File: config.mk
export PLATFORM = sky130hd
export DESIGN_NAME = pixel_shuffle_in_packer
export DESIGN_NICKNAME = d
export VERILOG_FILES = /design/src/rtl/pixel_shuffle_in_packer.sv
export SDC_FILE = /design/constraint.sdc
export NUM_CORES = 1
export LEC_CHECK = 0
export ABC_AREA = 0
export BUFFER_PORTS_ARGS = -buffer_cell sky130_fd_sc_hd__clkbuf_2
export CAP_MARGIN = 20
export CORE_ASPECT_RATIO = 1.25
export CORE_MARGIN = 2
export CORE_UTILIZATION = 40
export CTS_BUF_LIST = sky130_fd_sc_hd__clkbuf_4 sky130_fd_sc_hd__clkbuf_8 sky130_fd_sc_hd__clkbuf_16
export DETAILED_ROUTE_END_ITERATION = 12
export GPL_TIMING_DRIVEN = 0
export HOLD_SLACK_MARGIN = 0.03
export PLACE_DENSITY = 0.67
export SETUP_SLACK_MARGIN = 0.3
export SLEW_MARGIN = 20
export SYNTH_ARGS = -nofsm -noshare
export SYNTH_HDL_FRONTEND = slang
export SYNTH_SLANG_ARGS = --single-unit
export TNS_END_PERCENT = 50
File: constraint.sdc
create_clock -name clk -period 10.3 [get_ports clk]
set_clock_uncertainty 0.15 [all_clocks]
set_input_delay 2.06 -clock clk [delete_from_list [all_inputs] [get_ports clk]]
set_output_delay 2.06 -clock clk [all_outputs]
set_load 0.02 [all_outputs]
File: src/rtl/pixel_shuffle_in_packer.sv
// Collects one frame of pixels into a flat register and hands it to pixel_shuffle.
// Optional macro PIXEL_SHUFFLE_IN_PACKER_RELU_EN clamps negative two's-complement pixels to zero.
module pixel_shuffle_in_packer #(
    parameter  int C          = 1,
    parameter  int R          = 2,
    parameter  int H          = 2,
    parameter  int W          = 2,
    parameter  int DATA_WIDTH = 8,
    localparam int N          = C * R * R * H * W,
    localparam int CW         = $clog2(N) + 1
) (
    input  logic                    clk,
    input  logic                    rst,
    input  logic                    s_valid,
    output logic                    s_ready,
    input  logic [DATA_WIDTH-1:0]   s_data,
    input  logic                    s_last,
    output logic                    ps_start,
    output logic [N*DATA_WIDTH-1:0] ps_in_data_flat,
    input  logic                    ps_done,
    output logic                    len_err,
    output logic [15:0]             frame_cnt
);

    typedef enum logic [1:0] {FILL, LAUNCH, WAIT} state_t;

    localparam logic [CW-1:0] LAST_IDX = CW'(N - 1);

    state_t                  state_q, state_d;
    logic [CW-1:0]           cnt_q, cnt_d;
    logic [N*DATA_WIDTH-1:0] data_q, data_d;
    logic                    len_err_q, len_err_d;
    logic [15:0]             frame_cnt_q, frame_cnt_d;
    logic                    hs;

    function automatic logic [DATA_WIDTH-1:0] relu_clamp(input logic signed [DATA_WIDTH-1:0] v);
`ifdef PIXEL_SHUFFLE_IN_PACKER_RELU_EN
        return (v < 0) ? '0 : $unsigned(v);
`else
        return $unsigned(v);
`endif
    endfunction

    assign s_ready         = (state_q == FILL);
    assign ps_start        = (state_q == LAUNCH);
    assign hs              = s_valid && s_ready;
    assign ps_in_data_flat = data_q;
    assign len_err         = len_err_q;
    assign frame_cnt       = frame_cnt_q;

    always_comb begin
        state_d     = state_q;
        cnt_d       = cnt_q;
        data_d      = data_q;
        len_err_d   = 1'b0;
        frame_cnt_d = frame_cnt_q;
        case (state_q)
            FILL: begin
                if (hs) begin
                    for (int k = 0; k < N; k++) begin
                        if (cnt_q == CW'(k)) begin
                            data_d[k*DATA_WIDTH +: DATA_WIDTH] = relu_clamp(s_data);
                        end
                    end
                    // cnt parks on the final slot while the frame is out; ps_done rewinds it
                    if ((cnt_q == LAST_IDX) || s_last) begin
                        state_d   = LAUNCH;
                        len_err_d = (cnt_q == LAST_IDX) != s_last;
                    end else begin
                        cnt_d = cnt_q + 1'b1;
                    end
                end
            end
            LAUNCH: begin
                frame_cnt_d = frame_cnt_q + 16'd1;
                state_d     = WAIT;
            end
            WAIT: begin
                if (ps_done) begin
                    state_d = FILL;
                    cnt_d   = '0;
                    data_d  = '0;
                end
            end
            default: state_d = FILL;
        endcase
    end

    always_ff @(posedge clk or posedge rst) begin
        if (rst) begin
            state_q     <= FILL;
            cnt_q       <= '0;
            data_q      <= '0;
            len_err_q   <= 1'b0;
            frame_cnt_q <= '0;
        end else begin
            state_q     <= state_d;
            cnt_q       <= cnt_d;
            data_q      <= data_d;
            len_err_q   <= len_err_d;
            frame_cnt_q <= frame_cnt_d;
        end
    end

endmodule

==> results of run 1 <==
[worst paths after layout]
kind / slack (ps) / from / depth (start not counted) / end
worst max register to register: 7740 / cnt_q[0] / 9 / cnt_q[2]
worst min register to register: 320 / frame_cnt[15] / 1 / frame_cnt[15]
worst max-delay path: 6480 / state_q[0] / 4 / ps_start
max in group asynchronous: 7700 / rst / 3 / ps_in_data_flat[24]
min in group asynchronous: 1490 / rst / 2 / frame_cnt[6]
worst min-delay path: 320 / frame_cnt[15] / 1 / frame_cnt[15]
[critical path, cell delays in order (launching register included)]
cell      delay (ps)
dfrtp_1          330
buf_2            220
nor2b_1          150
clkbuf_1         270
clkbuf_2         230
[Yosys cell counts, types with 5 or more instances]
master,instances,area (um2)
buf_4,8,60.1
xnor2_1,11,96.3
ha_1,7,87.6
nor2b_1,5,31.3
nand3_1,6,30.0
and2_0,8,50.1
a21oi_1,5,25.0
o21a_1,8,60.1
mux2_2,125,1410
nand2b_1,7,43.8
buf_2,12,60.1
and3_1,6,37.5
xor2_1,5,43.8
nor2_8,7,140
o21ai_0,5,25.0
nor2_1,16,60.1
nand2_1,5,18.8
inv_1,8,30.0
dfrtp_1,152,3800
[cells by family after synthesis]
family | synth area share, %
muxes | 22.9
DFF | 59.9
buffers and inverters | 2.91
adders and majority gates | 1.38
and+or+nand+nor | 7.91
xor gates and xnor gates | 2.21
AOI/OAI and AO/OA | 2.87
[layout make-up]
cell class / count / area, um2 / area share (%)
flip-flops and latches: 152 / 3800 / 47.1
multi-input cells: 251 / 2370 / 29.3
plain buffers: 26 / 155 / 1.92
clock inverters: 7 / 115 / 1.43
repair buffers: 160 / 823 / 10.2
clock buffers: 25 / 510 / 6.32
well taps: 212 / 265 / 3.28
inverters: 8 / 37.5 / 0.465
[metal layers]
layer  wire [um]  part of all wire (%)  vias to the layer above
met5           0                     0                        -
met4         420                   2.8                        0
met3         720                   4.7                       28
met2        7780                    51                      109
met1        6280                    41                     2087
li1            -                     -                     1872
[per-stage QoR]
step | setup slack (ps) | std cells | hold slack, ps | util, %
after global placement | 2620 | 808 | 312 | 47.6
after floorplan | 4000 | 437 | 432 | -
after CTS | 6450 | 841 | 324 | 51.9
final | 6480 | 841 | 322 | 51.9
after detailed placement | 6650 | 809 | 315 | 47.9
after global routing | 6390 | 841 | 331 | 51.9
[power by group through the flow]
stage	logic [W]	registers, W	clock network (W)
2_1_floorplan	0.000616	0.00132	0
3_3_place_gp	0.00134	0.00101	0
3_5_place_dp	0.00138	0.00103	0
4_1_cts	0.00138	0.00102	0.000665
5_1_grt	0.00146	0.00106	0.000689
6_report	0.00137	0.00102	0.000647
[sequential cells by signal (all words and copies together), names as in the netlist]
name,flops
len_err,1
ps_in_data_flat,128
frame_cnt,16
cnt_q,5
state_q,2
==> metrics.md, run 1 <==
| Metric | Value |
|---|---|
| Outcome | complete, no violations |
| Critical path arrival | 1610 ps |
| HP Class | reg2reg |
| Max Clk Rate | 0.262 GHz |
| Worst-path clk slew | around 60 ps |
| CTS Sinks | 152 |
| Fin. Hold Viols | 0 |
| Ys async rst share | 100% |
| First-pass GRT wire length | 24.1 mm |
| EDFF count, synth | 0 |
| Fin area | 8080 um2 |
| Ys Warns | 0 |
| LEAKAGE | approximately 4 nW |
| Sequential area share after synthesis | 59.9% |
| Met1 Resource Use GR | 23.2% |
| CP Data Required Time | 8090 ps |
| Register share of total power | about a third |
| Initial Utilization | 40.8% |
| Worst setup SP type | register |
| Largest net degree at the start of global routing | just under 100 |
| Global Route met3 Usage | under 10% |
| Post-Syn Area | 6350 um2 |
| Post-CTS Resized | 0 |
| All-Layer GR Usage | 19.0% |
| Postcts setup bufs | 0 |
| Most frequent cells in the layout | clkbuf_2 (160), dfrtp_1 (152), mux2_2 (125), clkbuf_16 (17), nor2_1 (16) |
| Ant diodes | 0 |
| Post-route ant nets | 0 |
| Last weighted congestion value of the routability-driven placer | slightly above 0.8 |
| Unrepaired setup endpoints after global routing | false |
| Hold Buf Count CTS | 0 |
| Drt wl/cell | about 18 um |
| Ys flop type | dfrtp_1 |
| IO buf count | approximately 160 |
| Core area | between 15000 and 20000 um2 |
| Max_cap viols | 0 |
| Share of cells above drive strength 1 | 55.6% |
| Tot Pwr | 0.00303 W |
| Row cnt | ~50 |
| Distinct cells, synth | 36 |
| M2 GR Usage | about a third |
| Crit path max fanout | 10 |
| Fill count | 1403 |
| Vias in the first global route | 4290 |
| Cell Pwr Density | between 300 and 400 nW/um2 |
| DIE AREA | between 15000 and 20000 um2 |
| Max-slew violations | 0 |
| Detailed-placement wirelength estimate | roughly 11 mm |
| Root Driver | clkbuf_16 |
| Initial antenna violation count | 0 |
| Most Crowded Layer GR | met2 |
| CTS tree | done |
| Setup violators final | 0 |
| Mean Syn Cell Area | 14.5 um2 |
| Starting DRT DRC Count | 87 |
| Period utilisation layout | between 30% and 40% |
| CTS Buf Count | 17 |
| P_int | 0.00184 W |
| Clock power share | 21.4% |
| Grt ovf | 0 |
| CTS max path bufs | 2 |
| Sw Pwr | 0.00119 W |
| Syn-to-layout area delta | 27.1% |
| Die width | 117 um |
| Final min period | 3820 ps |
| Vias | between 4000 and 5000 |
| Worst Setup End Kind | output pin |
| Final #Nets | 636 |
| Mapped Cells | 437 |
| Syn nets | 457 |
| CTS H-Tree Depth | 4 |
| Worst slew margin | between 50% and 60% |
| Die height | 145 um |
| Placed Area | between 7000 and 8000 um2 |
| DRC viols | 0 |
| Ports | 160 |
| Setup TNS | 0 ps |
| Seq cells post-synth | 152 |
| Clock latency on the worst-skew pair | 420 ps |
| Worst Setup Path Type | reg2out |
| VDD IR max | 189 uV |
| Sw Share | 39.3% |
| Final WL | 15.2 mm |
| First-pass DRT Iterations | 4 |
| Worst-Margin Slew | 729 ps |
| Via density | approximately 4.9 |
| Commonest non-fill, non-tap cell in the layout | clkbuf_2 |
| Logic gate share of total power | 45.1% |
Power figures use the tool's default switching activity.
==> run 2, diff against run 1 <==
Settings changed: PLACE_DENSITY 0.67 to 0.69.
Clock period 10.3 ns to 3.3 ns, I/O delays scaled along.
==> metrics.md, run 2 (synthesis gave the netlist of run 1 again) <==
| Metric | Value |
|---|---|
| Via density | roughly 4.8 |
| Cell Pwr Density | 1150 nW/um2 |
| Storage element area | between 3000 and 4000 um2 |
| Core area | 15600 um2 |
| Area occupied by multi-input gates | 2370 um2 |
| Unrepaired setup endpoints after global routing | false |
| Drt wl/cell | around 18 um |
| Cell chain of the critical path | ha_1 > and3_1 > ha_1 > inv_1 > ha_1 > nand3b_1 > a21oi_1 > a21oi_1 > a31o_2 |
| VDD IR max | approximately 500 uV |
| Commonest non-fill, non-tap cell in the layout | clkbuf_2 |
| Worst hold slack | between 150 and 200 ps |
| Vias | 4080 |
| Setup violators final | 0 |
| Pre-CTS setup slack | 770 ps |
| Vias in the first global route | 4344 |
| Final #Nets | 639 |
| Ports | 160 |
| Fin. Hold Viols | 0 |
| Final WL | 15.1 mm |
| Largest net degree at the start of global routing | 35 |
| Critical path arrival | 2680 ps |
| CTS tree | done |
| Share of cells above drive strength 1 | approximately 56% |
| Delay-heaviest family, CP | compound AO/OA/AOI/OAI gates |
| DIE AREA | 16900 um2 |
| CTS max path bufs | 2 |
| Post-CTS Resized | 0 |
| First-pass GRT wire length | 24.0 mm |
| First-pass DRT Iterations | 4 |
| Fin area | 8090 um2 |
| Fill count | about 1400 |
| CTS H-Tree Depth | 4 |
| Worst path most repeated cell | ha_1 |
| Worst-Margin Slew | 649 ps |
| Root Driver | clkbuf_16 |
| Syn-to-layout area delta | 27.2% |
| IO buf count | 159 |
| Outcome | complete, no violations |
| HP Class | in2async |
| Final min period | roughly 2500 ps |
| Grt ovf | 0 |
| DRC viols | 0 |
| Worst slew margin | 56.7% |
| Die height | approximately 140 um |
| CP max stage cell | a21oi_1 |
| All-Layer GR Usage | approximately a fifth |
| Worst setup SP type | register |
| LEAKAGE | 3.97 nW |
| Initial antenna violation count | 0 |
| Max Clk Rate | about 0.4 GHz |
| Crit path buffers/inverters | 1 |
| CTS Buf Count | 17 |
| CP Data Required Time | 3450 ps |
| Period utilisation layout | ~77% |
| Most frequent cells in the layout | clkbuf_2 (160), dfrtp_1 (152), mux2_2 (125), clkbuf_16 (17), nor2_1 (16) |
| Setup ws final | 773 ps |
| Post-route ant nets | 0 |
| Last weighted congestion value of the routability-driven placer | 0.827 |
| Worst Setup Path Type | reg2reg |
| Crit path max fanout | 8 |
| CTS Sinks | approximately 150 |
| Initial Utilization | 40.8% |
| Postcts setup bufs | 0 |
| Worst Setup End Kind | register |
| Die width | around 120 um |
| CP max stage delay | between 400 and 500 ps |
| Max_cap viols | 0 |
| Max-slew violations | 0 |
| Worst-path clk slew | 60 ps |
| Ant diodes | 0 |
| Placed Area | approximately 7500 um2 |
| Row cnt | 51 |
| Detailed-placement wirelength estimate | 10.8 mm |
| Max reg flops | 128 |
| Clock latency on the worst-skew pair | 410 ps |
| Setup TNS | 0 ps |
| Hold Buf Count CTS | 0 |
| Starting DRT DRC Count | 148 |
run 2: cell count changes in the layout (fill, tap and decap cells not counted), sizes merged:
cell | previous run | this run
buf | 22 | 25
clkbuf | 189 | 185
clkinv | 2 | 3
inv | 8 | 9
bufinv | 3 | 2
clkinvlp | 2 | 4
run 2: worst paths after layout:
kind                       slack [ps]  cells past startpoint                   end           from
setup / recovery                  770                      9              cnt_q[2]       cnt_q[0]
hold / removal                    170                      2   ps_in_data_flat[65]            rst
setup reg to reg                  770                      9              cnt_q[2]       cnt_q[0]
hold reg to reg                   340                      1         frame_cnt[14]  frame_cnt[14]
max in group asynchronous        2020                      4  ps_in_data_flat[106]            rst
min in group clk                  320                      2            state_q[1]        ps_done
run 2: worst register-to-register path, stage by stage, from the launching register on:
cell and delay (ps):
dfrtp_1 420, ha_1 270, and3_1 200, ha_1 170, inv_1 80, ha_1 170, nand3b_1 110, a21oi_1 480
a21oi_1 140, a31o_2 230
run 2: final cells by class:
type                            count  share of cell area (%)
Timing Repair Buffer              163                    10.8
Sequential cell                   152                    47.0
Clock inverter                     10                    1.47
Multi-Input combinational cell    251                    29.3
Inverter                            8                   0.418
Tap cell                          212                    3.28
Clock buffer                       21                    5.79
Buffer                             26                    1.92
run 2: routing by layer:
layer	part of all wire (%)	global-route usage [%]	vias up
li1	-	-	1872
met5	0	0	-
met1	41	23.0	2086
met4	2.3	7.29	0
met2	52	31.7	107
met3	4.5	4.43	15
run 2: through the flow:
stage,power (W),util [%],cells
3_5_place_dp,0.00749,48.2,812
2_1_floorplan,0.00606,-,437
6_report,0.00932,51.9,843
5_1_grt,0.00985,51.9,843
3_3_place_gp,0.00733,47.7,808
4_1_cts,0.00943,51.9,843
run 2: power breakdown:
part           total (W)  internal (W)  leakage [nW]  switching, W
registers        0.00318       0.00271          1.89      0.000468
clock network    0.00191       0.00117         0.283      0.000743
logic            0.00422       0.00173          1.79       0.00250
==> run 3, diff against run 2 <==
Settings changed: ABC_AREA 0 to 1, PLACE_DENSITY 0.69 to 0.67.
Clock period 3.3 ns to 2.5 ns, I/O delays scaled along.
==> metrics.md, run 3 <==
| Metric | Value |
|---|---|
| Mapped Cells | 767 |
| Critical R2R Capture | ps_in_data_flat[54] |
| First-pass GRT wire length | 29.5 mm |
| Grt ovf | 0 |
| First-pass DRT Iterations | 5 |
| Setup violators final | 0 |
| Via density | 4.90 |
| Worst hold endpoint | len_err |
| CTS max path bufs | 2 |
| Row cnt | 52 |
| Area contributors post-synth | dfrtp_1 (57%), nand2_1 (18%), nand3_1 (9.6%), inv_1 (2.1%), nand2_2 (1.6%) |
| Drt wl/cell | 15.8 um |
| Max Clk Rate | 0.461 GHz |
| Outcome | complete, no violations |
| Crit path max fanout | 10 |
| CTS Buf Count | 17 |
| Worst slew margin | around two thirds |
| Vias | 5774 |
| Die width | roughly 120 um |
| CP max stage cell | dfrtp_1 |
| Crit path buffers/inverters | 4 |
| Cell chain of the critical path | inv_2 > buf_4 > nand2_4 > inv_1 > clkbuf_2 |
| Worst Hold Launch | s_valid |
| Postcts setup bufs | 0 |
| Ys flop type | dfrtp_1 |
| Initial antenna violation count | 0 |
| Worst flop-to-flop path startpoint | state_q[0] |
| Detailed-placement wirelength estimate | 13.1 mm |
| Sequential area share after synthesis | a little under three fifths |
| Max_cap viols | 0 |
| R2R Setup Slk | approximately 420 ps |
| Area leader, netlist | dfrtp_1 |
| Worst Setup End Kind | output pin |
| Fin. Hold Viols | 0 |
| Placed instance count | 1147 |
| Final WL | 18.6 mm |
| Post-route ant nets | 0 |
| Syn-to-layout area delta | 27.1% |
| EDFF count, synth | 0 |
| CP Data Required Time | 1850 ps |
| VDD IR max | 486 uV |
| Final #Nets | 971 |
| Worst setup SP type | register |
| Share of cells above drive strength 1 | 26.8% |
| Last weighted congestion value of the routability-driven placer | about 0.81 |
| Fill count | 1561 |
| Ys async rst share | 100% |
| Worst-Margin Slew | 476 ps |
| Cell Pwr Density | 1460 nW/um2 |
| CP max stage delay | 440 ps |
| Delay-heaviest family, CP | buffers and inverters |
| Distinct cells, synth | 23 |
| DRC viols | 0 |
| Period utilisation layout | 86.7% |
| Ports | 160 |
| CTS H-Tree Depth | 4 |
| Max reg flops | 128 |
| Worst hold slack | approximately 140 ps |
| Seq cells post-synth | 152 |
| CTS tree | done |
| Initial Utilization | 40.9% |
| Tot Pwr | 0.0123 W |
| Post-Layout Cell Count | between 1000 and 1500 |
| Final min period | 2170 ps |
| Largest net degree at the start of global routing | 33 |
| Starting DRT DRC Count | 416 |
| Clock latency on the worst-skew pair | 420 ps |
| Count leader, synth | nand2_1 |
| DIE AREA | 17600 um2 |
| Ant diodes | 0 |
| HP Class | in2reg |
| Core area | ~16000 um2 |
| Share of the synthesized area in the top cell type | between 50% and 60% |
| Worst-case reg-to-reg path depth | 7 |
| LEAKAGE | 4.75 nW |
| Max-slew violations | 0 |
| Worst-path clk slew | 60 ps |
| Most frequent cells in the layout | nand2_1 (320), clkbuf_2 (159), dfrtp_1 (152), nand3_1 (127), inv_1 (36) |
| Vias in the first global route | roughly 5400 |
| Commonest non-fill, non-tap cell in the layout | nand2_1 |
| Root Driver | clkbuf_16 |
| Commonest cells post-synth | nand2_1 (320), dfrtp_1 (152), nand3_1 (127), inv_1 (37), nor2_1 (23) |
| Critical path arrival | 1520 ps |
| Worst Setup Path Type | reg2out |
| Unrepaired setup endpoints after global routing | true |
| Ys Warns | 0 |
| Post-Syn Area | between 6000 and 7000 um2 |
| Die height | roughly 150 um |
| Hold Path Depth | 3 |
| Syn nets | 787 |
| CTS Sinks | about 150 |
| All-Layer GR Usage | between 20% and 30% |
| IO buf count | 159 |
| Mean Syn Cell Area | between 8 and 9 um2 |
## run 3: cell type report
cell class	count	area, um2	share of cell area (%)
sequential	152	3800	45.2
multi-input combinational	547	2490	29.5
timing repair buffer	165	906	10.8
clock buffer	20	460	5.47
tap	216	270	3.21
buffer	28	191	2.27
inverter	40	154	1.83
clock inverter	11	146	1.74
## run 3: cell families (layout without fill, tap and decap cells)
| logic type | count (synthesis) | in the layout | share of synthesized area, % |
|---|---|---|---|
| DFF | 152 | 152 | 57.4 |
| and+or+nand+nor | 513 | 513 | 33.3 |
| xor gates and xnor gates | 12 | 12 | 1.59 |
| buffers and inverters | 68 | 264 | 5.16 |
| AOI/OAI and AO/OA | 15 | 15 | 1.19 |
| adders and majority gates | 7 | 7 | 1.32 |
## run 3: stage by stage
step	TNS [ps]	utilization (%)	instance area (um2)	worst slack (ps)
after floorplan	-10180	-	6630	-66.9
after global placement	-163250	47.5	7690	-1090
after detailed placement	0	48.1	7790	333
after CTS	0	51.9	8410	322
after global routing	0	52.0	8420	240
final	0	52.0	8420	333
## run 3: report_power, final
| group | leakage (nW) | switching (W) | total, W | internal (W) |
|---|---|---|---|---|
| clock network | 0.296 | 0.00102 | 0.00265 | 0.00163 |
| registers | 1.95 | 0.000647 | 0.00411 | 0.00346 |
| logic | 2.51 | 0.00392 | 0.00555 | 0.00163 |
| total | 4.75 | 0.00559 | 0.0123 | 0.00672 |
## run 3: worst reg2reg max path: stages, from the launching register on
cell     delay, ps
dfrtp_1        330
buf_4          200
nor2_2          90
buf_4          190
nor2_2         400
buf_2          430
nand3_1        150
nand2_1         90
## run 3: worst max path at each step
| stage | start | end | slack [ps] | cells after the start |
|---|---|---|---|---|
| floorplan | rst | cnt_q[0] | -70 | 1 |
| global placement | rst | ps_in_data_flat[66] | -1090 | 2 |
| detailed placement | cnt_q[0] | ps_in_data_flat[123] | 330 | 8 |
| CTS | state_q[1] | ps_start | 320 | 5 |
| global route | state_q[1] | ps_start | 240 | 5 |
| finish | state_q[1] | ps_start | 330 | 5 |
## run 3: metal layers
metal  GRT usage (%)  up-vias  routed length [um]
li1                -     2815                   -
met2            36.1      174                9350
met1            28.7     2769                8160
met5               0        -                   0
met4            6.43        0                 205
met3            4.78       16                 903
## run 3: repair_timing
action / CTS / global route
gates cloned: 0 / 0
hold buffers: 1 / 0
setup endpoints to repair: 1 / 9
resized for setup: 1 / 1
hold endpoints to repair: 6 / 0
